[config.mk]
export PLATFORM = sky130hd
export DESIGN_NAME = nway_prefetch_cache_control
export DESIGN_NICKNAME = d
export VERILOG_FILES = /design/src/rtl/nway_prefetch_cache_control.sv
export SDC_FILE = /design/constraint.sdc
export NUM_CORES = 1
export LEC_CHECK = 0
export BUFFER_PORTS_ARGS = -buffer_cell sky130_fd_sc_hd__buf_2
export CAP_MARGIN = 20
export CORE_AREA = 2 2 39 41
export CTS_BUF_LIST = sky130_fd_sc_hd__clkbuf_8
export DETAILED_ROUTE_END_ITERATION = 7
export DIE_AREA = 0 0 41 43
export PLACE_DENSITY = 0.83
export REMOVE_ABC_BUFFERS = 1
export SLEW_MARGIN = 20
export SYNTH_ARGS = -nofsm -noshare
export SYNTH_HDL_FRONTEND = slang
export SYNTH_SLANG_ARGS = --single-unit
[constraint.sdc]
create_clock -name clk -period 4.1 [get_ports clk]
set_input_delay 0 -clock clk [delete_from_list [all_inputs] [get_ports clk]]
set_output_delay 0 -clock clk [all_outputs]
set_load 0.1 [all_outputs]
[src/rtl/nway_prefetch_cache_control.sv]
// Control FSM for an N-way write-back, write-allocate cache with a hardware prefetch fill path.
// Optional feature macro CACHE_PF_STATS_EN adds saturating miss / prefetch-fill / prefetch-drop counters.
module nway_prefetch_cache_control #(
  parameter int WAYS = 2,
  localparam int WAY_W = $clog2(WAYS)
) (
  input  logic                  clk,
  input  logic                  rst,
  input  logic                  mem_read,
  input  logic                  mem_write,
  output logic                  mem_resp,
  input  logic                  pmem_resp,
  output logic                  pmem_read,
  output logic                  pmem_write,
  input  logic [WAYS-1:0]       hit_vec,
  input  logic [WAYS-1:0]       valid_vec,
  input  logic [WAYS-1:0]       dirty_vec,
  input  logic [WAY_W-1:0]      plru_victim,
  input  logic                  pf_req,
  output logic                  pf_ack,
  output logic                  pf_drop,
  output logic                  addr_sel,
  output logic [1:0]            pmem_addr_sel,
  output logic                  data_in_sel,
  output logic [WAY_W-1:0]      way_sel,
  output logic [2*WAYS-1:0]     wr_en_data_sel,
  output logic [WAYS-1:0]       ld_tag,
  output logic [WAYS-1:0]       ld_valid,
  output logic [WAYS-1:0]       ld_dirty,
  output logic                  valid_in,
  output logic                  dirty_in,
  output logic                  ld_lru
`ifdef CACHE_PF_STATS_EN
  ,
  output logic [15:0]           demand_miss_cnt,
  output logic [15:0]           pf_fill_cnt,
  output logic [15:0]           pf_drop_cnt
`endif
);

  typedef enum logic [2:0] {
    CHECK    = 3'd0,
    WB       = 3'd1,
    FILL     = 3'd2,
    PF_CHECK = 3'd3,
    PF_FILL  = 3'd4
  } state_t;

  state_t           state_q;
  state_t           next_state;
  logic [WAY_W-1:0] victim_q;
  logic [WAY_W-1:0] victim_s;
  logic [WAY_W-1:0] hit_idx;
  logic             hit_any;
  logic             victim_dirty;
  logic             demand;
  logic             latch_victim;

  function automatic logic [WAY_W-1:0] lowest_idx(input logic [WAYS-1:0] v);
    logic [WAY_W-1:0] r;
    r = '0;
    for (int i = WAYS - 1; i >= 0; i--) begin
      if (v[i]) r = WAY_W'(i);
    end
    return r;
  endfunction

  function automatic logic [WAYS-1:0] onehot(input logic [WAY_W-1:0] idx);
    logic [WAYS-1:0] r;
    r = '0;
    r[idx] = 1'b1;
    return r;
  endfunction

  function automatic logic [2*WAYS-1:0] way_field(input logic [WAY_W-1:0] idx, input logic [1:0] code);
    logic [2*WAYS-1:0] r;
    r = '0;
    r[2*idx +: 2] = code;
    return r;
  endfunction

  assign hit_any      = |hit_vec;
  assign hit_idx      = lowest_idx(hit_vec);
  assign demand       = mem_read | mem_write;
  assign victim_dirty = valid_vec[victim_s] & dirty_vec[victim_s];

  // Replacement choice: an empty way beats the PLRU suggestion.
  always_comb begin
    if (|(~valid_vec)) begin
      victim_s = lowest_idx(~valid_vec);
    end else begin
      victim_s = plru_victim;
    end
  end

  // Next-state and combinational control outputs.
  always_comb begin
    next_state     = state_q;
    latch_victim   = 1'b0;
    mem_resp       = 1'b0;
    pmem_read      = 1'b0;
    pmem_write     = 1'b0;
    pf_ack         = 1'b0;
    pf_drop        = 1'b0;
    addr_sel       = 1'b0;
    pmem_addr_sel  = 2'b00;
    data_in_sel    = 1'b0;
    way_sel        = '0;
    wr_en_data_sel = '0;
    ld_tag         = '0;
    ld_valid       = '0;
    ld_dirty       = '0;
    valid_in       = 1'b0;
    dirty_in       = 1'b0;
    ld_lru         = 1'b0;
    case (state_q)
      CHECK: begin
        if (demand) begin
          if (hit_any) begin
            mem_resp = 1'b1;
            way_sel  = hit_idx;
            ld_lru   = 1'b1;
            if (mem_write) begin
              wr_en_data_sel = way_field(hit_idx, 2'b10);
              data_in_sel    = 1'b1;
              dirty_in       = 1'b1;
              ld_dirty       = onehot(hit_idx);
            end else begin
              data_in_sel    = 1'b0;
            end
          end else begin
            latch_victim = 1'b1;
            next_state   = victim_dirty ? WB : FILL;
          end
        end else if (pf_req) begin
          next_state = PF_CHECK;
        end else begin
          next_state = CHECK;
        end
      end
      WB: begin
        pmem_write    = 1'b1;
        pmem_addr_sel = 2'b01;
        way_sel       = victim_q;
        if (pmem_resp) begin
          ld_dirty   = onehot(victim_q);
          next_state = FILL;
        end else begin
          next_state = WB;
        end
      end
      FILL: begin
        pmem_read = 1'b1;
        if (pmem_resp) begin
          wr_en_data_sel = way_field(victim_q, 2'b01);
          ld_tag         = onehot(victim_q);
          ld_valid       = onehot(victim_q);
          ld_dirty       = onehot(victim_q);
          valid_in       = 1'b1;
          next_state     = CHECK;
        end else begin
          next_state     = FILL;
        end
      end
      PF_CHECK: begin
        addr_sel = 1'b1;
        // Prefetches never evict dirty data: a dirty victim drops the request.
        if (hit_any || victim_dirty) begin
          pf_ack     = 1'b1;
          pf_drop    = 1'b1;
          next_state = CHECK;
        end else begin
          latch_victim = 1'b1;
          next_state   = PF_FILL;
        end
      end
      PF_FILL: begin
        addr_sel      = 1'b1;
        pmem_read     = 1'b1;
        pmem_addr_sel = 2'b10;
        if (pmem_resp) begin
          wr_en_data_sel = way_field(victim_q, 2'b01);
          ld_tag         = onehot(victim_q);
          ld_valid       = onehot(victim_q);
          ld_dirty       = onehot(victim_q);
          valid_in       = 1'b1;
          pf_ack         = 1'b1;
          next_state     = CHECK;
        end else begin
          next_state     = PF_FILL;
        end
      end
      default: begin
        next_state = CHECK;
      end
    endcase
  end

  // State and latched victim.
  always_ff @(posedge clk or posedge rst) begin
    if (rst) begin
      state_q  <= CHECK;
      victim_q <= '0;
    end else begin
      state_q <= next_state;
      if (latch_victim) begin
        victim_q <= victim_s;
      end else begin
        victim_q <= victim_q;
      end
    end
  end

`ifdef CACHE_PF_STATS_EN
  function automatic logic [15:0] sat_inc(input logic [15:0] v);
    return (v == 16'hFFFF) ? v : v + 16'd1;
  endfunction

  // Saturating event counters.
  always_ff @(posedge clk or posedge rst) begin
    if (rst) begin
      demand_miss_cnt <= 16'd0;
      pf_fill_cnt     <= 16'd0;
      pf_drop_cnt     <= 16'd0;
    end else begin
      if ((state_q == CHECK) && demand && !hit_any) demand_miss_cnt <= sat_inc(demand_miss_cnt);
      if ((state_q == PF_FILL) && pmem_resp) pf_fill_cnt <= sat_inc(pf_fill_cnt);
      if ((state_q == PF_CHECK) && (hit_any || victim_dirty)) pf_drop_cnt <= sat_inc(pf_drop_cnt);
    end
  end
`endif

endmodule

==> out/metrics.csv, run 1 <==
metric,value,unit
core,1380,um2
syn_area,500,um2
rows,14,
hold_viol,0,
finalSetupViolations,0,
cp_cell_sequence,"nor3b_1, o21ai_1, o21bai_1, buf_2",
clk_pin_slew,0.03,ns
nNetsFinal,115,
cts_setup_buffers,0,
worst_path_largest_cell_delay,0.50,ns
fin_crit,1.94,ns
synth_seq_cells,4,
tritoncts,yes,
viasPerCell,5.03,
grt.overflow.total,0,
critPathBufInv,1,
drt.antenna.violating_nets,0,
cp_data_arrival_time,1.94,ns
root_buffer,clkbuf_8,
portBuffers,35,
maxSlewViolCount,0,
dp_slack,2.39,ns
cts_sinks,4,
worst_pin_slew,0.487,ns
grt_max_degree,12,
fin_tns_setup,0,ns
cp_slowest_cell,dfrtp_1,
place_inst,112,
synth.top_cell.area_share,20.0,%
syn_inst,70,
skew,0.000555,ns
synth_area_leaders,"dfrtp_1, and3_1, buf_4",
yosysTopAreaCell,dfrtp_1,
hp-class,in2reg,
ys_types,30,
first_global_vias,490,
drt-initial-drc-count,13,
fin_ws,2.16,ns
whs,0.0940,ns
syn_avg_cell_area,7.15,um2
vias,583,
cts_max_level,1,
drc,0,
dpl.hpwl,1.05,mm
crit_path_end_kind,output pin,
area_delta_synth_final,38.3,%
required,4.10,ns
post-route-period-util,47.3,%
ys_seq_area_share,20.0,%
clock_latency,0.22,ns
startpoint_type,flip-flop,
status,completed,
crit_family,flip-flops,
grtUsageTotal,16.6,%
dieArea,1760,um2
die_w,41,um
die_h,43,um
max_freq,516,MHz
grt_first_pass_wirelength,1.93,mm
worst-path-max-fanout,10,
drt-pass1-iter-count,4,
yosysWarnings,0,
max-slew-margin-rel,67.5,%
maxCapViolCount,0,
cts_buffers,3,
cts_buffer_depth,2,
critPathKind,reg2out,
ioPinCount,36,
wl_per_cell,11.1,um
drive_above_1_share,42.0,%
wirelength,1.29,mm
rsz0062_at_grt,no,
n_antenna_cell,0,
gp_congestion,0.865,
grt_antenna_before_repair,0,
fin_cells,116,
initial_core_util,36.2,%
-- synthesized netlist by cell type --
master	n
a2111oi_2	1
a21o_1	1
a21oi_1	3
a32o_1	1
and2_1	1
and3_1	6
and3b_1	1
buf_2	2
buf_4	5
clkbuf_1	2
dfrtp_1	4
inv_1	5
mux2i_1	1
mux2i_2	1
nand2_1	7
nand2b_1	1
nand3b_1	1
nor2_1	8
nor2b_1	1
nor3_2	1
nor3b_1	3
o211ai_2	1
o21ai_0	3
o21ai_1	3
o21bai_1	2
o22a_1	1
o22ai_1	1
or2_0	1
or2_1	1
xnor2_1	1
-- cell families after synthesis --
family | count (synthesis) | share of synthesized area [%]
compound gates | 17 | 24.0
xor+xnor | 1 | 1.75
buf+inv | 14 | 14.8
flops | 4 | 20.0
mux | 2 | 4.75
simple gates | 32 | 34.8
-- timing repair --
action | 4_1_cts | 5_1_grt
hold buffers | 1 | 0
hold endpoints to repair | 4 | 0
resized for setup | 0 | 0
-- final timing paths --
kind	from	end	slack [ns]	cells after the start
max	state_q[0]	ld_dirty[0]	2.16	4
min	pmem_resp	state_q[2]	0.09	2
max reg2reg	state_q[1]	victim_q	2.65	4
min reg2reg	victim_q	victim_q	0.66	2
max in group asynchronous	rst	state_q[0]	3.74	3
min in group asynchronous	rst	state_q[1]	0.21	3
-- state kept, by name, indices dropped and copies added (netlist names) --
signal	flops
state_q	3
victim_q	1
-- metrics by stage --
| stage | area [um2] | util [%] |
|---|---|---|
| 5_1_grt | 692 | 50.0 |
| 2_1_floorplan | 445 | - |
| 6_report | 692 | 50.0 |
| 3_5_place_dp | 641 | 46.3 |
| 3_3_place_gp | 641 | 46.3 |
| 4_1_cts | 692 | 50.0 |
-- routing by layer --
| layer | routed length [um] | share of wire (%) | track usage, % |
|---|---|---|---|
| met2 | 635 | 49 | 25.9 |
| met5 | 0 | 0 | 0 |
| met1 | 535 | 41 | 18.8 |
| met4 | 19 | 1.5 | 14.0 |
| met3 | 102 | 7.9 | 1.57 |
-- layout by cell type (no fill, tap or decap), types with 2 or more instances in the layout --
| cell | Yosys | final |
|---|---|---|
| nor3b_1 | 3 | 3 |
| o21bai_1 | 2 | 2 |
| o21ai_0 | 3 | 3 |
| clkbuf_8 | 0 | 3 |
| nand2_1 | 7 | 7 |
| and3_1 | 6 | 6 |
| nor2_1 | 8 | 8 |
| inv_1 | 5 | 5 |
| buf_2 | 2 | 35 |
| a21oi_1 | 3 | 3 |
| dfrtp_1 | 4 | 4 |
| o21ai_1 | 3 | 3 |
-- layout make-up --
type | count | area, um2
well taps | 16 | 20.0
repair buffers | 36 | 185
clock buffers | 3 | 41.3
flip-flops and latches | 4 | 100
fillers | 149 | 692
inverters | 5 | 18.8
multi-input cells | 52 | 327
Power of run 1 is not shown: default switching activity piles up to over one toggle a cycle in this logic, so the estimate is an artifact.
==> inputs of run 2 (changes only) <==
- clock period: 4.1 -> 2 ns (I/O delays scaled with it)
==> out/metrics.csv, run 2 (same netlist as run 1, synthesis figures left out) <==
metric,value,unit,change
status,completed,,
fill_cells,132,,-11%
dpl.hpwl,1.04,mm,-0.44%
fin_cells,117,,+0.86%
drt-pass1-iter-count,4,,unchanged
crit_path_end_kind,output pin,,
n_antenna_cell,0,,unchanged
hp-class,in2reg,,
worst_path_largest_cell_delay,0.48,ns,-0.02 ns
worst_pin_slew,0.486,ns,-0.00145 ns
core,1380,um2,unchanged
regMostFlops,state_q,,
startpoint_type,flip-flop,,
critPathKind,reg2out,,
maxCapViolCount,0,,unchanged
largest_reg_flops,3,,unchanged
cp_data_arrival_time,1.87,ns,-0.07 ns
grtUsageTotal,17.6,%,+1.0 points
multi_input_area,327,um2,unchanged
worst-path-max-fanout,10,,unchanged
cts_buffers,3,,unchanged
cp_cell_sequence,"nor3_2, and3_1, o21bai_1, buf_2",,
first_global_vias,478,,-2.4%
ioPinCount,36,,unchanged
drt-initial-drc-count,4,,-9
dieArea,1760,um2,unchanged
drt.antenna.violating_nets,0,,unchanged
post-route-period-util,93.4,%,
gp_congestion,0.897,,+3.7%
grt_first_pass_wirelength,1.99,mm,+2.8%
grt_max_degree,12,,unchanged
whs_path_depth,3,,+1
die_h,43,um,unchanged
initial_core_util,36.2,%,unchanged
top_regs,"state_q (3), victim_q (1)",,
max-slew-margin-rel,67.9,%,+0.39 points
area_delta_synth_final,40.2,%,
grt_antenna_before_repair,0,,unchanged
cts_max_level,1,,unchanged
hold_viol,0,,unchanged
dp_slack,0.378,ns,-2.02 ns
fin_ws,0.132,ns,-2.03 ns
cp.depth,4,,unchanged
critPathBufInv,1,,unchanged
clk_pin_slew,0.03,ns,about the same
vias,575,,-1.4%
whs,0.0683,ns,-0.0257 ns
clock_latency,0.23,ns,about the same
cts_sinks,4,,unchanged
cts_buffer_depth,2,,unchanged
drc,0,,unchanged
rows,14,,unchanged
max_freq,535,MHz,
finalSetupViolations,0,,unchanged
viasPerCell,4.91,,-2.2%
wirelength,1.30,mm,+0.15%
r2r_cells,4,,unchanged
tritoncts,yes,,
skew,0.00521,ns,+0.00465 ns
final_cell_mix,"buf_2, nor2_1, nand2_1, and3_1, inv_1",,
die_w,41,um,unchanged
regArea,100,um2,unchanged
grt.overflow.total,0,,unchanged
cp_slowest_cell,dfrtp_1,,
fin_crit,1.87,ns,
rsz0062_at_grt,no,,
required,2.00,ns,-2.10 ns
crit_family,simple AND/OR/NAND/NOR gates,,
root_buffer,clkbuf_8,,
place_inst,113,,+0.89%
final_common_cell,buf_2,,
portBuffers,35,,unchanged
nNetsFinal,116,,+0.87%
drive_above_1_share,42.6,%,+0.57 points
maxSlewViolCount,0,,unchanged
wl_per_cell,11.1,um,-0.70%
==> run 2: cell types whose count changed in the layout (fill, tap and decap cells not counted) <==
cell	previous run	this run
buf_2	35	34
clkbuf_4	0	1
buf_4	0	1
==> run 2: path summary, 6_finish.rpt <==
kind	endpoint	start	slack [ns]
setup / recovery	ld_dirty[1]	state_q[1]	0.13
hold / removal	victim_q	valid_vec[0]	0.07
setup reg to reg	victim_q	state_q[1]	0.58
hold reg to reg	victim_q	victim_q	0.69
max in group asynchronous	victim_q	rst	1.63
min in group asynchronous	state_q[2]	rst	0.20
==> run 2: area by class of cell <==
| cell class | instances | area share (%) |
|---|---|---|
| clock buffer | 3 | 5.88 |
| inverter | 5 | 2.67 |
| multi-input combinational | 52 | 46.5 |
| sequential | 4 | 14.3 |
| tap | 16 | 2.85 |
| timing repair buffer | 37 | 27.8 |
==> run 2: per-stage QoR <==
| step | instance area [um2] | util [%] | TNS, ns |
|---|---|---|---|
| finish | 702 | 50.7 | 0 |
| detailed placement | 648 | 46.8 | 0 |
| floorplan | 445 | - | -25.92 |
| CTS | 699 | 50.5 | 0 |
| global route | 702 | 50.7 | 0 |
| global placement | 648 | 46.8 | 0 |
==> run 2: worst min-delay path: cells and delay by family <==
kind                   cells  cell delay (ns)
muxes                      1             0.07
AOI/OAI and AO/OA          1             0.06
buffers and inverters      1             0.10
==> run 2: routing by layer <==
metal,track usage [%],share of wire [%],up-vias
met2,25.9,47,27
met4,14.0,3.9,0
met5,0,0,-
met1,19.9,42,246
li1,-,-,297
met3,5.24,7.9,5
==> run 2: timing repair <==
item	CTS	global route
gates resized for setup	0	1
endpoints found under the hold margin	4	0
setup endpoints to repair	0	1
buffers inserted	0	0
hold buffers	1	0
Power of run 2 is left out for the same reason.
==> inputs of run 3 (changes only) <==
- REMOVE_ABC_BUFFERS: 1 -> default
==> out/metrics.csv, run 3 (same netlist as run 1, synthesis figures left out) <==
metric,value,unit,change
status,completed,,
crit_path_end_kind,output pin,,
critPathKind,reg2out,,
wirelength,1.30,mm,about the same
hp-class,in2reg,,
cp_slowest_cell,dfrtp_1,,
drt-initial-drc-count,8,,+4
root_buffer,clkbuf_8,,
syn_nets,83,,
multi_input_area,412,um2,+26%
grt_first_pass_wirelength,2.10,mm,+5.5%
maxCapViolCount,0,,unchanged
r2r_cells,4,,unchanged
vias,592,,+3.0%
top_regs,"state_q (3), victim_q (1)",,
post-route-period-util,94.1,%,+0.67 points
fin_cells,117,,unchanged
dieArea,1760,um2,unchanged
grt.overflow.total,0,,unchanged
place_inst,113,,unchanged
rows,14,,unchanged
cts_buffers,3,,unchanged
fin_crit,1.88,ns,+0.0134 ns
whs,0.0705,ns,+0.00223 ns
crit_family,simple AND/OR/NAND/NOR gates,,
worst-path-max-fanout,10,,unchanged
cts_buffer_depth,2,,unchanged
worst_path_largest_cell_delay,0.50,ns,+0.02 ns
ioPinCount,36,,unchanged
fill_cells,112,,-15%
rsz0062_at_grt,no,,
finalSetupViolations,0,,unchanged
drc,0,,unchanged
r2r-start,state_q[1],,
clock_latency,0.22,ns,about the same
first_global_vias,495,,+3.6%
cts_setup_buffers,0,,unchanged
drt.antenna.violating_nets,0,,unchanged
grt_antenna_before_repair,0,,unchanged
nNetsFinal,116,,unchanged
wl_per_cell,11.1,um,about the same
required,2.00,ns,about the same
skew,0.000396,ns,-0.00481 ns
max-slew-margin-rel,67.1,%,-0.75 points
critPathBufInv,1,,unchanged
portBuffers,35,,unchanged
maxSlewViolCount,0,,unchanged
largest_reg_flops,3,,unchanged
cp_data_arrival_time,1.88,ns,about the same
final_common_cell,buf_2,,
grtUsageTotal,17.8,%,+0.14 points
initial_core_util,36.2,%,unchanged
drt-pass1-iter-count,3,,-1
viasPerCell,5.06,,+3.0%
max_freq,531,MHz,-0.71%
drive_above_1_share,58.4,%,+16 points
tritoncts,yes,,
hold_viol,0,,unchanged
post-route-util,56.9,%,+6.1 points
reg2reg_slack,0.53,ns,-0.05 ns
startpoint_type,flip-flop,,
final_cell_mix,"buf_2, nand2_1, nor2_1, inv_1, dfrtp_1",,
hold_path_end,victim_q,,
regMostFlops,state_q,,
worst_pin_slew,0.497,ns,+0.0113 ns
gp_congestion,0.882,,-1.7%
core,1380,um2,unchanged
n_antenna_cell,0,,unchanged
area_delta_synth_final,57.3,%,
die_w,41,um,unchanged
clk_pin_slew,0.03,ns,about the same
cp_cell_sequence,"nor3_2, and3_1, o21bai_2, buf_2",,
worstHoldStart,valid_vec[0],,
cts_sinks,4,,unchanged
cts_max_level,1,,unchanged
regArea,100,um2,unchanged
grt_max_degree,12,,unchanged
whs_path_depth,3,,unchanged
dpl.hpwl,1.09,mm,+4.6%
worstReg2RegEnd,state_q[1],,
die_h,43,um,unchanged
[run 3: cell types whose count changed in the layout (fill, tap and decap cells not counted), moves of 2 or more]
cell,before,now
and3_2,0,2
and3_1,6,2
nor2_4,0,3
nor2_1,8,5
and3_4,0,2
o21bai_1,2,0
nor3b_1,3,1
[run 3: tightest hold or removal path: stages]
cell	delay [ns]
buf_2	0.10
o21ai_0	0.07
mux2i_1	0.07
[run 3: metrics by stage]
step	TNS, ns	setup slack [ns]	instance area (um2)
detailed placement	0	0.301	733
finish	0	0.118	787
global placement	0	0.394	733
global route	0	0.00203	787
floorplan	-0.621	-0.434	613
CTS	0	0.0718	785
[run 3: how the worst max path moves through the flow]
stage	depth (start not counted)	end	startpoint	slack (ns)
after global placement	4	ld_dirty[1]	state_q[1]	0.39
after CTS	4	ld_dirty[1]	state_q[1]	0.07
after global routing	4	ld_dirty[0]	state_q[1]	0.002
after detailed placement	4	ld_dirty[1]	state_q[1]	0.30
after floorplan	4	ld_dirty[0]	state_q[2]	-0.43
final	4	ld_dirty[0]	state_q[1]	0.12
[run 3: layout make-up]
class | instances | share of cell area, %
inverters | 5 | 2.38
clock buffers | 3 | 5.25
flip-flops and latches | 4 | 12.7
multi-input cells | 52 | 52.3
well taps | 16 | 2.54
repair buffers | 37 | 24.8
[run 3: repair_timing]
item	in CTS	in global routing
setup endpoints to repair	0	1
resized for setup	0	1
hold buffers	1	0
endpoints found under the hold margin	4	0
[run 3: per-layer routing]
layer  track usage, %  up-vias  routed length, um
met5                0        -                  0
met4             10.0        0                  0
met3             3.14        0                 80
met2             28.1       20                706
met1             21.3      272                509
li1                 -      300                  -
Power of run 3 is left out for the same reason.
